## config.mk

```make
export PLATFORM = sky130hd
export DESIGN_NAME = btn_debouncer
export DESIGN_NICKNAME = d
export VERILOG_FILES = /design/src/rtl/gobang_input_pkg.sv /design/src/rtl/btn_channel.sv /design/src/rtl/btn_debouncer.sv
export SDC_FILE = /design/constraint.sdc
export NUM_CORES = 1
export LEC_CHECK = 0
export ABC_AREA = 1
export CAP_MARGIN = 20
export CORE_MARGIN = 8
export CORE_UTILIZATION = 45
export DETAILED_ROUTE_END_ITERATION = 6
export GPL_TIMING_DRIVEN = 0
export PLACE_DENSITY = 0.67
export SLEW_MARGIN = 5
export SYNTH_ARGS = -nofsm -noshare
export SYNTH_HDL_FRONTEND = slang
export SYNTH_HIERARCHICAL = 1
export SYNTH_SLANG_ARGS = --single-unit
```

## constraint.sdc

```tcl
create_clock -name clk -period 3.7 [get_ports clk]
set_input_delay 0.37 -clock clk [delete_from_list [all_inputs] [get_ports clk]]
set_output_delay 0.37 -clock clk [all_outputs]
set_load 0.01 [all_outputs]
```

## src/rtl/gobang_input_pkg.sv

```systemverilog
// Shared definitions for the board push-button input path.
package gobang_input_pkg;

    localparam int NUM_BTN   = 5;

    localparam int BTN_UP    = 0;
    localparam int BTN_DOWN  = 1;
    localparam int BTN_LEFT  = 2;
    localparam int BTN_RIGHT = 3;
    localparam int BTN_OK    = 4;

    typedef enum logic [1:0] {
        IDLE   = 2'd0,
        HOLD   = 2'd1,
        REPEAT = 2'd2
    } chan_state_t;

endpackage

```

## src/rtl/btn_channel.sv

```systemverilog
// One button channel: debounce counter, press/hold/repeat FSM and repeat counter.
module btn_channel
    import gobang_input_pkg::*;
#(
    parameter int STABLE_CNT   = 4,
    parameter int REPEAT_DELAY = 32,
    parameter int REPEAT_RATE  = 8,
    parameter bit REPEAT_EN    = 1'b1
) (
    input  logic clk,
    input  logic rst,
    input  logic tick,
    input  logic sample,
    output logic level,
    output logic press
);

    localparam int DB_W    = $clog2(STABLE_CNT + 1);
    localparam int RPT_MAX = (REPEAT_DELAY > REPEAT_RATE) ? REPEAT_DELAY : REPEAT_RATE;
    localparam int RPT_W   = $clog2(RPT_MAX + 1);

    localparam logic [DB_W-1:0]  DB_LAST    = DB_W'(STABLE_CNT - 1);
    localparam logic [RPT_W-1:0] DELAY_LAST = RPT_W'(REPEAT_DELAY - 1);
    localparam logic [RPT_W-1:0] DELAY_FULL = RPT_W'(REPEAT_DELAY);
    localparam logic [RPT_W-1:0] RATE_LAST  = RPT_W'(REPEAT_RATE - 1);

    chan_state_t      state, state_next;
    logic [DB_W-1:0]  db_cnt, db_cnt_next;
    logic [RPT_W-1:0] rpt_cnt, rpt_cnt_next;
    logic             level_next;
    logic             press_next;

    // Debounce: count ticks whose sample disagrees with the accepted level and
    // flip the level on the tick where the disagreement run reaches STABLE_CNT.
    always_comb begin
        db_cnt_next = db_cnt;
        level_next  = level;
        if (tick) begin
            if (sample == level) begin
                db_cnt_next = '0;
            end else if (db_cnt == DB_LAST) begin
                db_cnt_next = '0;
                level_next  = ~level;
            end else begin
                db_cnt_next = db_cnt + 1'b1;
            end
        end
    end

    // Press/repeat FSM: a press pulse on acceptance, then timed repeat pulses
    // while held; a falling level always returns to IDLE silently.
    always_comb begin
        state_next   = state;
        rpt_cnt_next = rpt_cnt;
        press_next   = 1'b0;
        unique case (state)
            IDLE: begin
                if (level_next && !level) begin
                    press_next   = 1'b1;
                    rpt_cnt_next = '0;
                    state_next   = HOLD;
                end
            end
            HOLD: begin
                if (!level_next) begin
                    rpt_cnt_next = '0;
                    state_next   = IDLE;
                end else if (tick) begin
                    if (rpt_cnt == DELAY_LAST) begin
                        if (REPEAT_EN) begin
                            press_next   = 1'b1;
                            rpt_cnt_next = '0;
                            state_next   = REPEAT;
                        end else begin
                            rpt_cnt_next = DELAY_FULL;
                        end
                    end else if (rpt_cnt != DELAY_FULL) begin
                        rpt_cnt_next = rpt_cnt + 1'b1;
                    end
                end
            end
            REPEAT: begin
                if (!level_next) begin
                    rpt_cnt_next = '0;
                    state_next   = IDLE;
                end else if (tick) begin
                    if (rpt_cnt == RATE_LAST) begin
                        press_next   = 1'b1;
                        rpt_cnt_next = '0;
                    end else begin
                        rpt_cnt_next = rpt_cnt + 1'b1;
                    end
                end
            end
            default: begin
                rpt_cnt_next = '0;
                state_next   = IDLE;
            end
        endcase
    end

    // Channel state register; reset wins over everything, including REPEAT.
    always_ff @(posedge clk) begin
        if (rst) begin
            state   <= IDLE;
            db_cnt  <= '0;
            rpt_cnt <= '0;
            level   <= 1'b0;
            press   <= 1'b0;
        end else begin
            state   <= state_next;
            db_cnt  <= db_cnt_next;
            rpt_cnt <= rpt_cnt_next;
            level   <= level_next;
            press   <= press_next;
        end
    end

endmodule

```

## src/rtl/btn_debouncer.sv

```systemverilog
// Push-button front end: synchronizes raw buttons and the divider tap, derives
// a one-cycle sample tick and feeds one independent channel per button.
module btn_debouncer
    import gobang_input_pkg::*;
#(
    parameter int                         NUM_BTN      = gobang_input_pkg::NUM_BTN,
    parameter int                         STABLE_CNT   = 4,
    parameter int                         REPEAT_DELAY = 32,
    parameter int                         REPEAT_RATE  = 8,
    parameter logic [NUM_BTN-1:0]         REPEAT_MASK  = 5'b01111
) (
    input  logic               clk,
    input  logic               rst,
    input  logic               tick_src,
    input  logic [NUM_BTN-1:0] btn_raw,
    output logic [NUM_BTN-1:0] btn_level,
    output logic [NUM_BTN-1:0] btn_press
);

    logic [NUM_BTN-1:0] raw_meta, raw_sync;
    logic               tick_meta, tick_sync, tick_sync_d;
    logic               tick;

    // Two-flop synchronizers for the buttons and the divider tap, plus one
    // extra stage on the tap for rising-edge detection.
    always_ff @(posedge clk) begin
        if (rst) begin
            raw_meta    <= '0;
            raw_sync    <= '0;
            tick_meta   <= 1'b0;
            tick_sync   <= 1'b0;
            tick_sync_d <= 1'b0;
        end else begin
            raw_meta    <= btn_raw;
            raw_sync    <= raw_meta;
            tick_meta   <= tick_src;
            tick_sync   <= tick_meta;
            tick_sync_d <= tick_sync;
        end
    end

    assign tick = tick_sync & ~tick_sync_d;

    for (genvar i = 0; i < NUM_BTN; i++) begin : g_chan
        btn_channel #(
            .STABLE_CNT   (STABLE_CNT),
            .REPEAT_DELAY (REPEAT_DELAY),
            .REPEAT_RATE  (REPEAT_RATE),
            .REPEAT_EN    (REPEAT_MASK[i])
        ) u_chan (
            .clk    (clk),
            .rst    (rst),
            .tick   (tick),
            .sample (raw_sync[i]),
            .level  (btn_level[i]),
            .press  (btn_press[i])
        );
    end

endmodule

```

==> results.json, run 1 <==
{
  "rrSetupSlack_ps": 1870,
  "ys_types": 28,
  "ctsResizeCount": 0,
  "route.detailed.drc": 0,
  "dp_hpwl_um": 6480,
  "hold_class": "flop to flop",
  "synth.area.top_cells": "dfxtp_1, nand2_1, inv_1, nor2_1, ha_1",
  "cts_tree": "done",
  "grt_usage": 0.141,
  "fmax_ghz": 0.547,
  "die_h_um": 115,
  "diodes": 0,
  "p_total_uw": 2890,
  "cts-buffers-inserted": 9,
  "reg2regPathDepth": 12,
  "hold_ws_ps": 402,
  "hold_end": "tick_sync",
  "num_vias": 3925,
  "fin_cells": 834,
  "gp_congestion": 0.833,
  "routedWlPerCell_um": 10.5,
  "r2r_start": "tick_sync",
  "fin_tns_setup_ps": 0,
  "postCtsHoldBufs": 0,
  "io_pins": 18,
  "finalSetupViolCount": 0,
  "nets": 733,
  "drt_iter0_drc": 181,
  "skew_ps": 14.3,
  "min_from": "tick_meta",
  "clkSinkCount": 71,
  "dr.pass1.iters": 5,
  "tightest_slew_ps": 687,
  "cts_setup_buffers": 0,
  "fp.dieArea_mm2": 0.0132,
  "cts_buffer_depth": 2,
  "finalInstanceArea_mm2": 0.00501,
  "syn_inst": 666,
  "clockRootBuffer": "clkbuf_8",
  "antenna_left": 0,
  "cp-end-kind": "flop",
  "wl_um": 8780,
  "rows": 36,
  "grt_max_degree": 22,
  "yosysSeqAreaShare": 0.324,
  "max_slew_margin": 0.541,
  "core_area_mm2": 0.00964,
  "drive_gt1_frac": 0.101,
  "io_buffers": 17,
  "viasPerCell": 4.71,
  "yosysTopAreaCell": "dfxtp_1",
  "initial_core_util": 0.455,
  "crit_type": "flop to flop",
  "cp_max_fo": 21,
  "slew_violations": 0,
  "die_w_um": 115,
  "dp_cells": 818,
  "rsz0062_at_grt": "no",
  "antenna_found_initial": 0,
  "report.final.hold_viol_count": 0,
  "crit_arrival_ps": 2060,
  "syn_area_mm2": 0.00439,
  "htreeDepth": 3,
  "reg2reg_to": "g_chan[0].u_chan/rpt_cnt[2]",
  "placed_area_mm2": 0.00477,
  "ys_warn_count": 6,
  "hold_depth": 2,
  "cp.required_ps": 3930,
  "syn-num-nets": 703,
  "finalCriticalPeriod_ps": 1830,
  "power.density_mw_per_mm2": 577,
  "syn2layout_area_growth_pct": 14.2,
  "ir_drop_mv": 0.280,
  "drv.max_cap_violation_count": 0,
  "synth_top_area_frac": 0.324,
  "grt_pass1_wl_um": 15400,
  "syn_area_per_cell_um2": 6.58,
  "synth_seq_cells": 71,
  "fin_crit_sh": 0.494,
  "grt_overflow": 0,
  "first_global_vias": 3574,
  "clk_pin_slew_worst_paths_ps": 70,
  "clock_latency_ps": 350,
  "status": "finished, final reports clean",
  "critPathLaunchType": "flop",
  "leakagePower_uw": 0.00236
}
cells in the mapped netlist (all sizes together):
| master | count |
|---|---|
| inv | 119 |
| clkinv | 1 |
| nand2 | 180 |
| xor2 | 4 |
| or2 | 6 |
| a21oi | 29 |
| a31oi | 2 |
| nor2 | 111 |
| buf | 2 |
| o21ai | 21 |
| a211oi | 2 |
| o211ai | 3 |
| nor3 | 10 |
| dfxtp | 71 |
| ha | 29 |
| nand3 | 66 |
| nand4 | 10 |
sequential cells by signal (all words and copies together), names as in the netlist:
register	count
raw_meta	5
raw_sync	5
g_chan.u_chan/state	9
g_chan.u_chan/level	5
g_chan.u_chan/press	5
tick_sync	1
g_chan.u_chan/rpt_cnt	24
g_chan.u_chan/db_cnt	15
tick_sync_d	1
tick_meta	1
layer usage:
metal	vias to the layer above	track usage	part of all wire
li1	2129	-	-
met1	1737	0.176	0.49
met2	47	0.231	0.46
met3	12	0.0285	0.033
met4	0	0.0587	0.016
met5	-	0	0
final cells by class:
class	instances	area [um2]
fillers	956	4630
multi-input cells	473	2500
flip-flops and latches	71	1420
inverters	120	452
repair buffers	19	213
clock buffers	14	183
well taps	133	166
clock inverters	2	60.1
plain buffers	2	18.8
report_power, final:
group          switching, uW  internal (uW)  total (uW)
combinational            734            409        1140
sequential               117            886        1000
clock                    290            454         745
total                   1140           1750        2890
worst max path at each step:
stage                    from                           to  slack [ps]  depth (start not counted)
finish              tick_sync  g_chan[0].u_chan/rpt_cnt[2]        1870                         12
global route        tick_sync  g_chan[0].u_chan/rpt_cnt[2]        1620                         12
floorplan           tick_sync  g_chan[1].u_chan/rpt_cnt[0]        1440                         10
detailed placement        rst   g_chan[3].u_chan/db_cnt[1]        1640                          5
CTS                 tick_sync  g_chan[0].u_chan/rpt_cnt[2]        1870                         12
global placement    tick_sync  g_chan[1].u_chan/rpt_cnt[2]         950                         10
through the flow:
step                      setup WS [ps]   util
after floorplan                    1440      -
after global placement              948  0.490
after detailed placement           1640  0.495
after CTS                          1870  0.520
after global routing               1620  0.520
final                              1870  0.520
layout by cell type (no fill, tap or decap):
cell and instances:
nand2_1 167, inv_1 119, nor2_1 100, dfxtp_1 71
nand3_1 50, a21oi_1 29, ha_1 29, clkdlybuf4s50_1 17
nand3_2 16, o21ai_0 15, clkbuf_8 13, nand2_2 11
nor3_1 10, nand4_1 8, nor2_2 5, or2_2 5
o21ai_2 4, nor2_4 4, xor2_1 4, o211ai_1 3
bufinv_16 2, o21ai_1 2, a31oi_1 2, a211oi_1 2
nand4_2 2, nand2_4 2, nor2_8 2, buf_6 1
clkbuf_1 1, buf_4 1, clkinv_2 1, or2_1 1
buf_8 1, buf_16 1
critical path, cell delays in order, from the launching register on:
cell,delay (ps)
dfxtp_1,310
inv_1,50
nor2_2,300
buf_8,220
nand3_2,100
nand2_1,80
nand2_2,130
nand2_2,110
nor2_4,40
nor2_4,190
nand2_1,80
nand2_1,70
nor2_1,40
cell families after synthesis:
group | after synthesis | synth area share
AND/OR/NAND/NOR | 383 | 0.406
XOR/XNOR | 4 | 0.00799
adder cells (fa/ha/maj) | 29 | 0.0827
AO/OA/AOI/OAI | 57 | 0.0719
buffers and inverters | 122 | 0.107
flip-flops | 71 | 0.324
No activity file was read; power rests on OpenSTA's default activity.
==> inputs of run 2 (changes only) <==
==> constraint.sdc (replaced) <==
create_clock -name clk -period 1.9 [get_ports clk]
set_input_delay 0.19 -clock clk [delete_from_list [all_inputs] [get_ports clk]]
set_output_delay 0.19 -clock clk [all_outputs]
set_load 0.01 [all_outputs]
==> run 2 against run 1 <==
Net effect: final cell count increased by 0.60%; global-route usage is 0.14 points higher; total power grew 96%; clock power increased by 99%; die area unchanged; worst hold slack got worse by 49 ps; routed wire length grew 1.3%; clock-buffer cell count fell by 4; critical path depth down 2; fmax grew 8.4%; largest power group unchanged; highest routed layer unchanged.
==> results.json, run 2 (same netlist as run 1, synthesis figures left out) <==
{
  "hold_class": "input pin to flop",
  "die_w_um": 115,
  "status": "finished, final reports clean",
  "crit_end": "g_chan[0].u_chan/rpt_cnt[2]",
  "hold_ws_ps": 353,
  "power.density_mw_per_mm2": 1120,
  "dp_cells": 817,
  "num_vias": 3985,
  "route.met2.wl_um": 4200,
  "antenna_found_initial": 0,
  "reg2regPathDepth": 10,
  "fp.dieArea_mm2": 0.0132,
  "cts_buffer_depth": 2,
  "syn2layout_area_growth_pct": 15.1,
  "layout_common_cells": "nand2_1, inv_1, nor2_1, dfxtp_1, nand3_1",
  "layout_setup_ws_ps": 213,
  "drive_gt1_frac": 0.109,
  "htreeDepth": 3,
  "antenna_left": 0,
  "crit_arrival_ps": 1910,
  "p_total_uw": 5670,
  "tightest_slew_ps": 498,
  "postCtsHoldBufs": 0,
  "cp_max_fo": 9,
  "finalSetupViolCount": 0,
  "fmax_ghz": 0.593,
  "cts-buffers-inserted": 9,
  "cp.required_ps": 2120,
  "clk_pin_slew_worst_paths_ps": 70,
  "crit_type": "flop to flop",
  "final_common_cell": "nand2_1",
  "gp_congestion": 0.896,
  "dr.max_layer_used": "met4",
  "cp-end-kind": "flop",
  "finalCriticalPeriod_ps": 1690,
  "grt_overflow": 0,
  "fin_cells": 839,
  "wl_met1_um": 4260,
  "io_pins": 18,
  "io_buffers": 17,
  "viasPerCell": 4.75,
  "cp_cell_sequence": "ha_1, nand2_2, nor2_2, nand3_2, nand2_2, nor2_4, nor2_4, nand2_1, nand2_1, nor2_1",
  "grt_usage": 0.142,
  "dp_hpwl_um": 6480,
  "slew_violations": 0,
  "rows": 36,
  "dr.pass1.iters": 4,
  "grt_pass1_wl_um": 15300,
  "report.final.hold_viol_count": 0,
  "wl_met3_um": 285,
  "clock_latency_ps": 350,
  "multi_input_area_mm2": 0.00251,
  "rsz0062_at_grt": "no",
  "seqCellArea_mm2": 0.00142,
  "fin_crit_sh": 0.888,
  "max_stage_delay_ps": 420,
  "max_slew_margin": 0.668,
  "reg2reg_to": "g_chan[0].u_chan/rpt_cnt[2]",
  "ir_drop_mv": 0.652,
  "r2r_start": "g_chan[0].u_chan/rpt_cnt[0]",
  "clkSinkCount": 71,
  "fin_tns_setup_ps": 0,
  "nets": 738,
  "grt_max_degree": 25,
  "drv.max_cap_violation_count": 0,
  "core_area_mm2": 0.00964,
  "skew_ps": 10.5,
  "wl_um": 8890,
  "route.detailed.drc": 0,
  "diodes": 0,
  "rrSetupSlack_ps": 210,
  "largest_reg_flops": 24,
  "clockRootBuffer": "clkbuf_8",
  "critPathLaunchType": "flop",
  "reg_top3": "g_chan.u_chan/rpt_cnt (24), g_chan.u_chan/db_cnt (15), g_chan.u_chan/state (9)",
  "worstSetupStartpoint": "g_chan[0].u_chan/rpt_cnt[0]",
  "routedWlPerCell_um": 10.6,
  "fill_cells": 983,
  "first_global_vias": 3547,
  "dp_slack_ps": -73.7,
  "critPathSlowestCell": "dfxtp_1",
  "initial_core_util": 0.455,
  "drt_iter0_drc": 149,
  "largest-register": "g_chan.u_chan/rpt_cnt",
  "leakagePower_uw": 0.00238,
  "cts_tree": "done",
  "die_h_um": 115
}
## run 2: cell type report
cell class                      count  area share
Multi-Input combinational cell    474       0.497
Timing Repair Buffer               23      0.0466
Inverter                          120      0.0895
Tap cell                          133      0.0330
Sequential cell                    71       0.282
Clock inverter                      6      0.0213
Clock buffer                       10      0.0273
Buffer                              2     0.00372
## run 2: routing by layer
layer | vias up | global-route usage
li1 | 2144 | -
met1 | 1785 | 0.172
met2 | 46 | 0.240
met3 | 10 | 0.0332
met4 | 0 | 0.0543
met5 | - | 0
## run 2: power breakdown
part,total [uW],internal (uW),switching [uW],leakage (uW)
sequential,1960,1720,232,0.000579
combinational,2230,801,1430,0.00168
clock,1480,903,577,0.000122
total,5670,3430,2240,0.00238
## run 2: how the worst min path moves through the flow
stage | slack [ps] | start | cells past startpoint | to
final | 350 | tick_src | 3 | tick_meta
after global routing | 340 | tick_src | 3 | tick_meta
after CTS | 330 | tick_src | 3 | tick_meta
after detailed placement | 400 | tick_meta | 2 | tick_sync
after global placement | 390 | raw_meta[1] | 2 | raw_sync[1]
after floorplan | 260 | rst | 1 | g_chan[0].u_chan/db_cnt[1]
## run 2: critical path: cells and delay by family (launching register included)
family        cells  cell delay [ps]
fa+ha+maj         1              220
flops             1              420
simple gates      9              920
## run 2: per-stage QoR
step | instance area [um2] | util
after CTS | 5000 | 0.518
after detailed placement | 4740 | 0.492
after global placement | 4730 | 0.491
final | 5050 | 0.523
after floorplan | 4390 | -
after global routing | 5050 | 0.523
## run 2: repair_timing
action                     4_1_cts  5_1_grt
setup buffers                    0        5
pin swaps                        1        1
gates cloned                     1        0
setup endpoints to repair       10       21
resized for setup                0        0
